==> src/rtl/motion_arbiter_if.sv <==
// Motion request / wheel command bundle between the core FSM and the arbiter.
// The arbiter connects through the slave modport and the core through master.
interface motion_arbiter_if;
  logic       en_tracking;
  logic       en_uturn;
  logic       en_brake;
  logic       en_reverse;
  logic [7:0] track_duty_l;
  logic [7:0] track_duty_r;
  logic       line_centre;
  logic [1:0] wheel_mode_l;
  logic [1:0] wheel_mode_r;
  logic [7:0] duty_l;
  logic [7:0] duty_r;
  logic       brake_finished;
  logic       reverse_finished;
  logic       uturn_finished;
  logic       uturn_timeout;

  modport master (
    output en_tracking, en_uturn, en_brake, en_reverse,
    output track_duty_l, track_duty_r, line_centre,
    input  wheel_mode_l, wheel_mode_r, duty_l, duty_r,
    input  brake_finished, reverse_finished, uturn_finished, uturn_timeout
  );

  modport slave (
    input  en_tracking, en_uturn, en_brake, en_reverse,
    input  track_duty_l, track_duty_r, line_centre,
    output wheel_mode_l, wheel_mode_r, duty_l, duty_r,
    output brake_finished, reverse_finished, uturn_finished, uturn_timeout
  );
endinterface

==> src/rtl/motion_arbiter.sv <==
// Arbitrates core motion requests into per-wheel mode/duty commands, times the
// brake/reverse/u-turn manoeuvres and inserts coast dead-time between modes.
//
// state   | meaning
// IDLE    | no live request, both wheels coast at duty 0
// DEAD    | coast dead-time before entering target_q
// TRACK   | both wheels forward at the line-tracker duties
// UTURN   | spin in place (left rev, right fwd) until line or timeout
// BRAKE   | short-brake both wheels for BRAKE_CYCLES
// REVERSE | both wheels reverse for REVERSE_CYCLES
module motion_arbiter #(
  parameter int         CNT_W            = 26,
  parameter int         DEAD_CYCLES      = 50000,
  parameter int         BRAKE_CYCLES     = 25000000,
  parameter int         REVERSE_CYCLES   = 25000000,
  parameter int         UTURN_MIN_CYCLES = 15000000,
  parameter int         UTURN_MAX_CYCLES = 50000000,
  parameter logic [7:0] UTURN_DUTY       = 8'd160,
  parameter logic [7:0] REVERSE_DUTY     = 8'd120
) (
  input logic             clk,
  input logic             rst,
  motion_arbiter_if.slave bus
);

  localparam logic [2:0] ST_IDLE    = 3'd0;
  localparam logic [2:0] ST_DEAD    = 3'd1;
  localparam logic [2:0] ST_TRACK   = 3'd2;
  localparam logic [2:0] ST_UTURN   = 3'd3;
  localparam logic [2:0] ST_BRAKE   = 3'd4;
  localparam logic [2:0] ST_REVERSE = 3'd5;

  localparam logic [1:0] M_COAST = 2'b00;
  localparam logic [1:0] M_FWD   = 2'b01;
  localparam logic [1:0] M_REV   = 2'b10;
  localparam logic [1:0] M_BRAKE = 2'b11;

  localparam logic [CNT_W-1:0] BRAKE_LAST = CNT_W'(BRAKE_CYCLES - 1);
  localparam logic [CNT_W-1:0] REV_LAST   = CNT_W'(REVERSE_CYCLES - 1);
  localparam logic [CNT_W-1:0] UT_MIN     = CNT_W'(UTURN_MIN_CYCLES);
  localparam logic [CNT_W-1:0] UT_LAST    = CNT_W'(UTURN_MAX_CYCLES - 1);
  localparam logic [CNT_W:0]   DEAD_N     = (CNT_W + 1)'(DEAD_CYCLES);

  logic [2:0]       state_q, state_d;
  logic [2:0]       target_q, target_d;
  logic [CNT_W-1:0] cnt_q, cnt_d, cnt_inc;
  logic [CNT_W:0]   cnt_p1;
  logic             brake_done_q, brake_done_d;
  logic             rev_done_q, rev_done_d;
  logic             ut_done_q, ut_done_d;
  logic             ut_tmo_q, ut_tmo_d;
  logic [1:0]       mode_l_q, mode_l_d, mode_r_q, mode_r_d;
  logic [7:0]       duty_l_q, duty_l_d, duty_r_q, duty_r_d;

  logic brake_cmp, rev_cmp, ut_act, ut_line, ut_tmo_hit;
  logic [2:0] winner;

  assign cnt_inc = (&cnt_q) ? cnt_q : cnt_q + CNT_W'(1);
  assign cnt_p1  = {1'b0, cnt_q} + (CNT_W + 1)'(1);

  // Completion only counts while the request is still asserted.
  assign brake_cmp  = (state_q == ST_BRAKE)   && bus.en_brake   && (cnt_q == BRAKE_LAST);
  assign rev_cmp    = (state_q == ST_REVERSE) && bus.en_reverse && (cnt_q == REV_LAST);
  assign ut_act     = (state_q == ST_UTURN)   && bus.en_uturn;
  assign ut_line    = ut_act && (cnt_q >= UT_MIN) && bus.line_centre;
  assign ut_tmo_hit = ut_act && (cnt_q == UT_LAST) && !ut_line;

  assign brake_done_d = bus.en_brake   && (brake_done_q || brake_cmp);
  assign rev_done_d   = bus.en_reverse && (rev_done_q   || rev_cmp);
  assign ut_done_d    = bus.en_uturn   && (ut_done_q    || ut_line || ut_tmo_hit);
  assign ut_tmo_d     = ut_tmo_hit;

  // Re-arbitrate with any request that completes this cycle already retired.
  always_comb begin
    winner = ST_IDLE;
    if (bus.en_brake && !brake_done_d)        winner = ST_BRAKE;
    else if (bus.en_reverse && !rev_done_d)   winner = ST_REVERSE;
    else if (bus.en_uturn && !ut_done_d)      winner = ST_UTURN;
    else if (bus.en_tracking)                 winner = ST_TRACK;
  end

  always_comb begin
    state_d  = state_q;
    target_d = target_q;
    cnt_d    = cnt_inc;
    if (winner == ST_IDLE) begin
      state_d = ST_IDLE;
      cnt_d   = '0;
    end else if (winner == ST_BRAKE) begin
      if (state_q != ST_BRAKE) begin
        state_d = ST_BRAKE;
        cnt_d   = '0;
      end
    end else if (state_q == ST_DEAD) begin
      target_d = winner;
      if (cnt_p1 >= DEAD_N) begin
        state_d = winner;
        cnt_d   = '0;
      end
    end else if (state_q != winner) begin
      state_d  = ST_DEAD;
      target_d = winner;
      cnt_d    = '0;
    end
  end

  always_comb begin
    mode_l_d = M_COAST;
    mode_r_d = M_COAST;
    duty_l_d = 8'd0;
    duty_r_d = 8'd0;
    case (state_d)
      ST_TRACK: begin
        mode_l_d = M_FWD;
        mode_r_d = M_FWD;
        duty_l_d = bus.track_duty_l;
        duty_r_d = bus.track_duty_r;
      end
      ST_UTURN: begin
        mode_l_d = M_REV;
        mode_r_d = M_FWD;
        duty_l_d = UTURN_DUTY;
        duty_r_d = UTURN_DUTY;
      end
      ST_BRAKE: begin
        mode_l_d = M_BRAKE;
        mode_r_d = M_BRAKE;
        duty_l_d = 8'd255;
        duty_r_d = 8'd255;
      end
      ST_REVERSE: begin
        mode_l_d = M_REV;
        mode_r_d = M_REV;
        duty_l_d = REVERSE_DUTY;
        duty_r_d = REVERSE_DUTY;
      end
      default: ;
    endcase
  end

  always_ff @(posedge clk or negedge rst) begin
    if (!rst) begin
      state_q      <= ST_IDLE;
      target_q     <= ST_IDLE;
      cnt_q        <= '0;
      brake_done_q <= 1'b0;
      rev_done_q   <= 1'b0;
      ut_done_q    <= 1'b0;
      ut_tmo_q     <= 1'b0;
      mode_l_q     <= M_COAST;
      mode_r_q     <= M_COAST;
      duty_l_q     <= 8'd0;
      duty_r_q     <= 8'd0;
    end else begin
      state_q      <= state_d;
      target_q     <= target_d;
      cnt_q        <= cnt_d;
      brake_done_q <= brake_done_d;
      rev_done_q   <= rev_done_d;
      ut_done_q    <= ut_done_d;
      ut_tmo_q     <= ut_tmo_d;
      mode_l_q     <= mode_l_d;
      mode_r_q     <= mode_r_d;
      duty_l_q     <= duty_l_d;
      duty_r_q     <= duty_r_d;
    end
  end

  assign bus.wheel_mode_l     = mode_l_q;
  assign bus.wheel_mode_r     = mode_r_q;
  assign bus.duty_l           = duty_l_q;
  assign bus.duty_r           = duty_r_q;
  assign bus.brake_finished   = brake_done_q;
  assign bus.reverse_finished = rev_done_q;
  assign bus.uturn_finished   = ut_done_q;
  assign bus.uturn_timeout    = ut_tmo_q;

endmodule

==> src/flat_wrapper.sv <==
// flat-port wrapper written by rule: the top's interface ports become plain ports
module motion_arbiter_flat 
#(
  parameter int         CNT_W            = 26,
  parameter int         DEAD_CYCLES      = 50000,
  parameter int         BRAKE_CYCLES     = 25000000,
  parameter int         REVERSE_CYCLES   = 25000000,
  parameter int         UTURN_MIN_CYCLES = 15000000,
  parameter int         UTURN_MAX_CYCLES = 50000000,
  parameter logic [7:0] UTURN_DUTY       = 8'd160,
  parameter logic [7:0] REVERSE_DUTY     = 8'd120
)
  (clk, rst, bus_en_tracking, bus_en_uturn, bus_en_brake, bus_en_reverse, bus_track_duty_l, bus_track_duty_r, bus_line_centre, bus_wheel_mode_l, bus_wheel_mode_r, bus_duty_l, bus_duty_r, bus_brake_finished, bus_reverse_finished, bus_uturn_finished, bus_uturn_timeout);
  motion_arbiter_if bus_i ();
  input logic clk;
  input logic rst;
  input wire logic [$bits(bus_i.en_tracking)-1:0] bus_en_tracking;
  input wire logic [$bits(bus_i.en_uturn)-1:0] bus_en_uturn;
  input wire logic [$bits(bus_i.en_brake)-1:0] bus_en_brake;
  input wire logic [$bits(bus_i.en_reverse)-1:0] bus_en_reverse;
  input wire logic [$bits(bus_i.track_duty_l)-1:0] bus_track_duty_l;
  input wire logic [$bits(bus_i.track_duty_r)-1:0] bus_track_duty_r;
  input wire logic [$bits(bus_i.line_centre)-1:0] bus_line_centre;
  output wire logic [$bits(bus_i.wheel_mode_l)-1:0] bus_wheel_mode_l;
  output wire logic [$bits(bus_i.wheel_mode_r)-1:0] bus_wheel_mode_r;
  output wire logic [$bits(bus_i.duty_l)-1:0] bus_duty_l;
  output wire logic [$bits(bus_i.duty_r)-1:0] bus_duty_r;
  output wire logic [$bits(bus_i.brake_finished)-1:0] bus_brake_finished;
  output wire logic [$bits(bus_i.reverse_finished)-1:0] bus_reverse_finished;
  output wire logic [$bits(bus_i.uturn_finished)-1:0] bus_uturn_finished;
  output wire logic [$bits(bus_i.uturn_timeout)-1:0] bus_uturn_timeout;
  assign bus_i.en_tracking = bus_en_tracking;
  assign bus_i.en_uturn = bus_en_uturn;
  assign bus_i.en_brake = bus_en_brake;
  assign bus_i.en_reverse = bus_en_reverse;
  assign bus_i.track_duty_l = bus_track_duty_l;
  assign bus_i.track_duty_r = bus_track_duty_r;
  assign bus_i.line_centre = bus_line_centre;
  assign bus_wheel_mode_l = bus_i.wheel_mode_l;
  assign bus_wheel_mode_r = bus_i.wheel_mode_r;
  assign bus_duty_l = bus_i.duty_l;
  assign bus_duty_r = bus_i.duty_r;
  assign bus_brake_finished = bus_i.brake_finished;
  assign bus_reverse_finished = bus_i.reverse_finished;
  assign bus_uturn_finished = bus_i.uturn_finished;
  assign bus_uturn_timeout = bus_i.uturn_timeout;
  motion_arbiter #(.CNT_W(CNT_W), .DEAD_CYCLES(DEAD_CYCLES), .BRAKE_CYCLES(BRAKE_CYCLES), .REVERSE_CYCLES(REVERSE_CYCLES), .UTURN_MIN_CYCLES(UTURN_MIN_CYCLES), .UTURN_MAX_CYCLES(UTURN_MAX_CYCLES), .UTURN_DUTY(UTURN_DUTY), .REVERSE_DUTY(REVERSE_DUTY)) u_core (.clk(clk), .rst(rst), .bus(bus_i));
endmodule
==> config.mk <==
export PLATFORM = sky130hd
export DESIGN_NAME = motion_arbiter_flat
export DESIGN_NICKNAME = d
export VERILOG_FILES = /design/src/rtl/motion_arbiter_if.sv /design/src/rtl/motion_arbiter.sv /design/src/flat_wrapper.sv
export SDC_FILE = /design/constraint.sdc
export NUM_CORES = 1
export LEC_CHECK = 0
export BUFFER_PORTS_ARGS = -buffer_cell sky130_fd_sc_hd__buf_2
export CAP_MARGIN = 30
export CORE_ASPECT_RATIO = 1.75
export CORE_MARGIN = 3
export CORE_UTILIZATION = 40
export CTS_BUF_LIST = sky130_fd_sc_hd__clkbuf_4
export DETAILED_ROUTE_END_ITERATION = 6
export PLACE_DENSITY_LB_ADDON = 0.12
export SYNTH_ARGS = -nofsm -noshare
export SYNTH_HDL_FRONTEND = slang
export SYNTH_SLANG_ARGS = --single-unit
export TNS_END_PERCENT = 10
==> constraint.sdc <==
create_clock -name clk -period 4.1 [get_ports clk]
set_input_delay 0.205 -clock clk [delete_from_list [all_inputs] [get_ports clk]]
set_output_delay 0.205 -clock clk [all_outputs]
set_load 0.02 [all_outputs]
# Yosys cells after proc, flatten, opt, wreduce, memory -nomap -nowiden
# Index checks and enable logic that the tools add are counted.
dict set report word_totals {
  reg_bits 53
}
dict set report op_classes {
  n_reduce_logical 27
  magnitude_cmp 2
  muxes 21
  n_addsub 2
  eq_ne 13
}
# cell count
set ops {}
lappend ops {{26-bit two-way mux} 7}
lappend ops {{8-bit case mux with 4 select lines} 2}
lappend ops {{26-bit by 1-bit adder with 27-bit output (second input constant)} 1}
lappend ops {{27-bit by 16-bit greater-or-equal comparator with 1-bit output (second input constant)} 1}
lappend ops {{3-bit two-way mux} 9}
lappend ops {{26-bit by 1-bit adder with 26-bit output (second input constant)} 1}
lappend ops {{26-bit by 25-bit equality test with 1-bit output (second input constant)} 1}
lappend ops {{26-bit equality test (second input constant)} 1}
lappend ops {{26-bit by 24-bit greater-or-equal comparator with 1-bit output (second input constant)} 1}
lappend ops {{26-bit AND reduction} 1}
lappend ops {{3-bit equality test (second input constant)} 5}
lappend ops {{1-bit logical AND} 15}
lappend ops {{2-bit case mux with 3 select lines} 2}
lappend ops {{3-bit by 2-bit equality test with 1-bit output (second input constant)} 3}
lappend ops {{1-bit logical NOT} 4}
lappend ops {{1-bit logical OR} 4}
lappend ops {{2-bit OR reduction} 2}
lappend ops {{3-bit by 1-bit equality test with 1-bit output (second input constant)} 1}
lappend ops {{3-bit logical NOT} 1}
lappend ops {{3-bit inequality test} 1}
lappend ops {{3-bit inequality test (second input constant)} 1}
lappend ops {{2-bit two-way mux} 1}

# Depth between registers and ports, before layout
# Gate-level depths: netlist of run 1.
dict set report logic_depth {
  depth_word 21
  depth_mapped 13
  depth_no_buf 10
}

# Worst setup path before layout of run 1
# No wires, ideal clock.
dict set report synth_path {
  path_kind {reg-to-reg}
  from {reg u_core.cnt_q[11]}
  to {reg u_core.duty_l_q[0] (netlist: u_core.bus.duty_l[0])}
  path_stages_with_launch 12
  period_less_slack_ns 2.828
  t_required_ns 3.982
  arrival_ns 2.710
  slack_ns 1.272
  path_cell_list {dfrtp_1 -> clkbuf_1 -> nand3_1 -> or4_4 -> or3_4 -> o21a_1 -> o21a_1 -> and2_1 -> o21ai_4 -> nor2_4 -> buf_6 -> a21o_1}
}
dict set report synth_via {
  elab_chain_len 19
}
# element line
set synth_lines {}
lappend synth_lines {{start, declared} motion_arbiter.sv:46} ;# logic [CNT_W-1:0] cnt_q, cnt_d, cnt_inc;
lappend synth_lines {{start signal, assigned} motion_arbiter.sv:157} ;# cnt_q <= cnt_d;
lappend synth_lines {{26-bit by 24-bit greater-or-equal comparator with 1-bit output} motion_arbiter.sv:65} ;# assign ut_line = ut_act && (cnt_q >= UT_MIN) && bus.line_centre;
lappend synth_lines {{1-bit logical AND (2 in series)} motion_arbiter.sv:65}
lappend synth_lines {{1-bit logical NOT} motion_arbiter.sv:66} ;# assign ut_tmo_hit = ut_act && (cnt_q == UT_LAST) && !ut_line;
lappend synth_lines {{1-bit logical AND} motion_arbiter.sv:66}
lappend synth_lines {{1-bit logical OR} motion_arbiter.sv:70} ;# assign ut_done_d = bus.en_uturn && (ut_done_q || ut_line || ut_tmo_hit);
lappend synth_lines {{1-bit logical AND} motion_arbiter.sv:70}
lappend synth_lines {{1-bit logical NOT} motion_arbiter.sv:78} ;# else if (bus.en_uturn && !ut_done_d) winner = ST_UTURN;
lappend synth_lines {{1-bit logical AND} motion_arbiter.sv:78}
lappend synth_lines {{[3 not listed]} -}
lappend synth_lines {{3-bit inequality test} motion_arbiter.sv:100} ;# end else if (state_q != winner) begin
lappend synth_lines {{3-bit two-way mux} motion_arbiter.sv:100}
lappend synth_lines {{3-bit two-way mux} motion_arbiter.sv:94} ;# end else if (state_q == ST_DEAD) begin
lappend synth_lines {{3-bit two-way mux} motion_arbiter.sv:89} ;# end else if (winner == ST_BRAKE) begin
lappend synth_lines {{3-bit two-way mux (*)} motion_arbiter.sv:86} ;# if (winner == ST_IDLE) begin
lappend synth_lines {{3-bit equality test or 3-bit by 2-bit equality test with 1-bit output (tied branches)} motion_arbiter.sv:112} ;# case (state_d)
lappend synth_lines {{8-bit case mux with 4 select lines (*)} motion_arbiter.sv:112}
lappend synth_lines {{named net u_core.duty_l_d[0]} motion_arbiter.sv:53} ;# logic [7:0] duty_l_q, duty_l_d, duty_r_q, duty_r_d;
lappend synth_lines {{end signal, assigned} motion_arbiter.sv:164} ;# duty_l_q <= duty_l_d;
lappend synth_lines {{end, declared} motion_arbiter.sv:53}
# The timed path passes the listed nets; every way through them passes the cells marked *.

# Worst setup path in the final report of run 1
dict set report layout_path {
  from {reg u_core.cnt_q[0]}
  to {reg u_core.duty_l_q[1] (netlist: u_core.bus.duty_l[1])}
}
# The elaborated chain is that of the path after synthesis.

==> run metrics, run 1 <==
status=finished, final reports clean; total wire length=7720 um; asr flop ratio synth=1.00; pin count of the biggest net entering global routing=54; Worst Hold Class=in2reg; antenna cells=0; Primary FF master, synth=dfrtp_1; CP max stage delay=0.47 ns; CP Class=reg2reg; Synth Area in Simple Gates=0.235; Post-CTS Repair Setup Buffers=0; post-layout min period=3.29 ns; grt total ovfl=0; filler cell count in the final layout=724; Initial DRC Count=132; nets=404; commonest non-fill, non-tap cells in the layout=dfrtp_1, buf_2, a21oi_1; # resized after CTS=0; setup tns final=0 ns; routability-driven placement congestion ratio=0.960; Worst setup SP type=flop; Hold Buf Count CTS=15; CP endpoint kind=flop; CTS root buf=clkbuf_4; H-tree depth=2; final hold violations=0; hold depth=3; syn nets=354; cell count of the worst reg-to-reg path=10; fin. max-slew vios=0; register area share after synthesis=0.440; Compound-Gate Fraction of Synth Area=0.204; initial antenna violation count=0; post-synthesis cell type count=52; power after layout=925 uW; Pre-Repair DR Iteration Count=4; Yosys reg bits=53; Core Area=0.00728 mm^2; die height=121 um; gr usage total=0.190; Slew HR=0.557; Post-DP HPWL=5740 um; multiplexer share of the synthesized area=0.00997; I/O Buffers=46; area share of fa/ha/maj cells after synthesis=0.00831; routed length per instance=16.6 um; commonest non-fill, non-tap cell in the layout=dfrtp_1; Slew @ Worst Pin=0.664 ns; Num CTS Buffers=5; Max clock buf depth=2; CTS tree=yes; endpoints failing setup=0; worst endpoint data arrival time=3.64 ns; global-route wire length before repair=13000 um; Yosys warning count=0; worst vdd ir=0.130 mV; crit path max-delay cell type=dfrtp_1; crit-path max FO=13; Avg Cell Area, Syn=9.15 um^2; synthesized cell area=0.00301 mm^2; Antenna Nets Post-Route=0; Reg clk slew, reported paths=0.16 ns; vias per inst=5.62; Clock Latency Late Sink=0.39 ns; share of cells above drive strength 1=0.179; max-cap violation count=0; vias=2617; PD cells=264 mW/mm^2; Residual DRC=0; largest family of logic cells by synthesized area=simple AND/OR/NAND/NOR gates; crit-path cells=ha_1, and4_1, nand3_1, or3_4, o21a_1, o21a_1, o32ai_4, o21ai_4, nor2_4, a21o_1; CTS Sinks=53; xor/xnor share of the synthesized area=0.0553; Area Growth Syn to Fin=16.3%; fmax=0.304 GHz; Boundary Pins=47; cell count after synthesis=329; RSZ-0062 raised after global routing=false; Die W=71.6 um; LEAKAGE=0.00156 uW; CP dominant cell by count=o21a_1; num rows=41; die area=0.00865 mm^2; Worst Skew=0.0136 ns; worst path required time=4.45 ns; Starting Density=0.413; EDFF count, synth=0; vias in the first global route=2741; final period utilization=0.803
[critical path: cells and delay by family (launching register included)]
kind	cells	cell delay [ns]
compound gates	5	1.18
simple gates	4	1.37
flops	1	0.47
fa+ha+maj	1	0.22
[final timing paths]
kind / startpoint / to / slack, ns
min in group asynchronous: rst / u_core.state_q[1] / 0.42
worst max register to register: u_core.cnt_q[0] / u_core.bus.duty_l[1] / 0.81
max in group asynchronous: rst / u_core.cnt_q[14] / 3.21
worst min register to register: u_core.bus.brake_finished / u_core.bus.brake_finished / 0.54
worst max-delay path: u_core.cnt_q[0] / u_core.bus.duty_l[1] / 0.81
worst min-delay path: bus_track_duty_l[5] / u_core.bus.duty_l[5] / 0.08
[power by group]
part / leakage, uW / total (uW) / switching, uW / internal, uW
Clock: 0.0000318 / 246 / 176 / 70.3
Combinational: 0.000838 / 131 / 79.5 / 51.3
Sequential: 0.000686 / 548 / 8.96 / 539
[sequential cells by signal (all words and copies together), names as in the netlist]
signal and flops:
u_core.bus.brake_finished 1, u_core.cnt_q 26, u_core.bus.wheel_mode_r 2, u_core.state_q 3, u_core.bus.duty_l 8, u_core.bus.reverse_finished 1
u_core.bus.uturn_timeout 1, u_core.bus.wheel_mode_l 2, u_core.bus.duty_r 8, u_core.bus.uturn_finished 1
[area by class of cell]
type                    instances  area (um^2)  area share
repair buffers                 65          413       0.118
multi-input cells             241         1540       0.441
clock inverters                 3         25.0     0.00715
inverters                      13         48.8      0.0139
well taps                      86          108      0.0307
flip-flops and latches         53         1330       0.379
clock buffers                   5         37.5      0.0107
[cell families (layout without fill, tap and decap cells)]
group	Yosys count	in the layout
adders and majority gates	2	2
AOI/OAI and AO/OA	91	91
xor gates and xnor gates	19	19
buffers and inverters	35	86
muxes	3	3
DFF	53	53
and+or+nand+nor	126	126
[through the flow]
stage / hold slack [ns] / utilization / worst slack [ns] / area (um^2) / instances
floorplan: -0.0906 / - / 1.27 / 3010 / 329
global placement: 0.366 / 0.450 / 0.917 / 3280 / 442
detailed placement: 0.370 / 0.450 / 0.807 / 3280 / 442
CTS: 0.00184 / 0.479 / 0.805 / 3490 / 465
global route: 0.0656 / 0.481 / 0.597 / 3500 / 466
finish: 0.0759 / 0.481 / 0.810 / 3500 / 466
[cells in the mapped netlist, types with 2 or more instances]
library cell | n | area [um^2]
o21ai_0 | 11 | 55.1
nand4_1 | 7 | 43.8
o21a_1 | 8 | 60.1
xnor2_1 | 11 | 96.3
clkbuf_1 | 19 | 71.3
nor4_1 | 4 | 25.0
a21oi_1 | 29 | 145
o211ai_1 | 2 | 15.0
nand3_1 | 13 | 65.1
nor3_1 | 9 | 45.0
mux2i_1 | 3 | 30.0
a211oi_1 | 3 | 22.5
a21oi_2 | 2 | 17.5
xor2_1 | 8 | 70.1
and4_1 | 8 | 70.1
and4b_1 | 2 | 20.0
and3_1 | 14 | 87.6
nor2_1 | 24 | 90.1
a31oi_1 | 8 | 50.1
or2_2 | 2 | 12.5
dfrtp_1 | 53 | 1330
nor2b_1 | 7 | 43.8
o22ai_1 | 2 | 12.5
and2_1 | 7 | 43.8
inv_1 | 13 | 48.8
or3_1 | 4 | 25.0
ha_1 | 2 | 25.0
buf_2 | 2 | 10.0
a21o_1 | 14 | 105
nand2_1 | 16 | 60.1
[layer usage]
metal	track usage	part of all wire	vias up
met3	0.0324	0.040	24
li1	-	-	1278
met1	0.177	0.35	1246
met5	0	0	-
met2	0.372	0.56	69
met4	0.106	0.048	0
Note: power is estimated with default switching activity, not from simulation.
==> run 2, diff against run 1 <==
--- a/config.mk
+++ b/config.mk
@@ -5,6 +5,7 @@
 export SDC_FILE = /design/constraint.sdc
 export NUM_CORES = 1
 export LEC_CHECK = 0
+export ABC_AREA = 1
 export BUFFER_PORTS_ARGS = -buffer_cell sky130_fd_sc_hd__buf_2
 export CAP_MARGIN = 30
 export CORE_ASPECT_RATIO = 1.75
==> constraint.sdc (replaced) <==
create_clock -name clk -period 3.2 [get_ports clk]
set_input_delay 0.16 -clock clk [delete_from_list [all_inputs] [get_ports clk]]
set_output_delay 0.16 -clock clk [all_outputs]
set_load 0.02 [all_outputs]
==> run 2 against run 1 <==
  * Die area up 13%
  * Synthesized cell count is 53% higher
  * Fmax rose by 15%
  * Non-clock buffer count increased by 11
  * Power increased by 58%
  * Via count grew 34%
  * Setup slack got worse by 0.47 ns
  * Combinational power increased by 96%
  * Hold slack lost 0.050 ns
  * Highest routed layer unchanged
  * Final cell count rose by 48%
  * Wire length increased by 41%
==> run metrics, run 2 <==
largest area contributor in the netlist=dfrtp_1; reg-to-reg critical path endpoint=u_core.bus.duty_l[5]; RSZ-0062 raised after global routing=false; CP endpoint kind=flop; antenna cells=0; power after layout=1470 uW; Commonest cells post-synth=nand2_1, nor2_1, inv_1; gr usage total=0.244; endpoints failing setup=0; post-layout min period=2.86 ns; CTS Sinks=53; commonest non-fill, non-tap cell in the layout=nand2_1; Slew @ Worst Pin=0.472 ns; worst path required time=3.50 ns; Reg clk slew, reported paths=0.16 ns; crit path max-delay cell type=dfrtp_1; cell count after synthesis=502; num rows=44; Area Growth Syn to Fin=20.4%; Hold Buf Count CTS=19; LEAKAGE=0.00198 uW; CTS root buf=clkbuf_4; max-cap violation count=0; routed length per instance=15.8 um; Max clock buf depth=2; Levels on crit path=19; pin count of the biggest net entering global routing=39; Starting Density=0.411; initial antenna violation count=0; most common cell in the synthesized netlist=nand2_1; die area=0.00973 mm^2; Residual DRC=0; Post-CTS Repair Setup Buffers=0; final hold violations=0; EDFF count, synth=0; vias=3509; Yosys warning count=0; Avg Cell Area, Syn=6.81 um^2; Initial DRC Count=217; setup slack, reg-to-reg=0.34 ns; r2r startpoint=u_core.cnt_q[0]; setup tns final=0 ns; vias per inst=5.09; top cells by area, synth=dfrtp_1, nand2_1, nor2_1, nand3_1, inv_1; cell count of the worst reg-to-reg path=19; Worst Hold Class=in2reg; number of flip-flops in the largest register=26; # resized after CTS=0; worst endpoint data arrival time=3.16 ns; Die W=75.9 um; routability-driven placement congestion ratio=1.07; CTS tree=yes; Final Util=0.495; global-route wire length before repair=17600 um; Worst Setup SP=u_core.cnt_q[0]; Yosys reg bits=53; register area share after synthesis=0.388; Top reg by flops=u_core.cnt_q; synthesized cell area=0.00342 mm^2; syn nets=527; Bufs and invs on worst path=2; Pre-Repair DR Iteration Count=4; fin. max-slew vios=0; Synth top area share=0.388; Hold WS=0.0261 ns; share of cells above drive strength 1=0.163; Slew HR=0.685; H-tree depth=2; crit-path cells=ha_1, nand2_2, nor2_4, nand2_1, nor2_1, nand2_1, nand2_1, inv_1, nand2_1, nand2_1, nand2_1, nand2_1, nor2_1, nand2_2, nand2_2, nor2_1, nor3_2, buf_4, nand3_1; Antenna Nets Post-Route=0; CP Class=reg2reg; CP max stage delay=0.47 ns; PD cells=356 mW/mm^2; Num CTS Buffers=5; Core Area=0.00831 mm^2; CP dominant cell by count=nand2_1; Primary FF master, synth=dfrtp_1; die height=128 um; worst setup path end=u_core.bus.duty_l[5]; Post-DP HPWL=8540 um; filler cell count in the final layout=837; Worst setup SP type=flop; vias in the first global route=3637; worst vdd ir=0.265 mV; total wire length=10900 um; Boundary Pins=47; status=finished, final reports clean; Worst Skew=0.0129 ns; Clock Latency Late Sink=0.41 ns; fmax=0.350 GHz; crit-path max FO=11; asr flop ratio synth=1.00; I/O Buffers=46; commonest non-fill, non-tap cells in the layout=nand2_1, nor2_1, inv_1; final period utilization=0.894; post-synthesis cell type count=34; nets=599; grt total ovfl=0; Top delay family on crit path=simple AND/OR/NAND/NOR gates
run 2: power breakdown:
part	switching [uW]	internal, uW
Sequential	20.9	705
Clock	237	246
Combinational	166	90.9
run 2: cell type report:
type	count	area [um^2]	area share
multi-input cells	382	1810	0.441
flip-flops and latches	53	1330	0.322
repair buffers	76	515	0.125
inverters	56	210	0.0511
well taps	115	144	0.0350
clock inverters	3	68.8	0.0167
clock buffers	5	37.5	0.00912
run 2: cell families after synthesis:
logic type                 synth area share
AOI/OAI and AO/OA                    0.0557
xor gates and xnor gates             0.0179
adders and majority gates           0.00732
buffers and inverters                0.0813
DFF                                   0.388
and+or+nand+nor                       0.450
run 2: metal layers:
| layer | track usage | wire [um] |
|---|---|---|
| met4 | 0.163 | 748 |
| met3 | 0.0314 | 444 |
| met2 | 0.444 | 6060 |
| met1 | 0.242 | 3650 |
| met5 | 0 | 0 |
run 2: worst min-delay path by stage:
stage / start / end / depth (start not counted)
finish: bus_en_uturn / u_core.bus.uturn_finished / 2
global route: bus_en_uturn / u_core.bus.uturn_finished / 2
CTS: bus_en_uturn / u_core.bus.uturn_finished / 2
detailed placement: rst / u_core.cnt_q[13] / 1
global placement: rst / u_core.cnt_q[13] / 1
floorplan: rst / u_core.bus.brake_finished / 0
run 2: stage by stage:
step | area [um^2] | setup slack (ns) | std cells
detailed placement | 3820 | 0.349 | 663
floorplan | 3420 | 0.844 | 502
global placement | 3790 | 0.363 | 661
global route | 4120 | 0.00890 | 690
finish | 4120 | 0.340 | 690
CTS | 4120 | 0.318 | 690
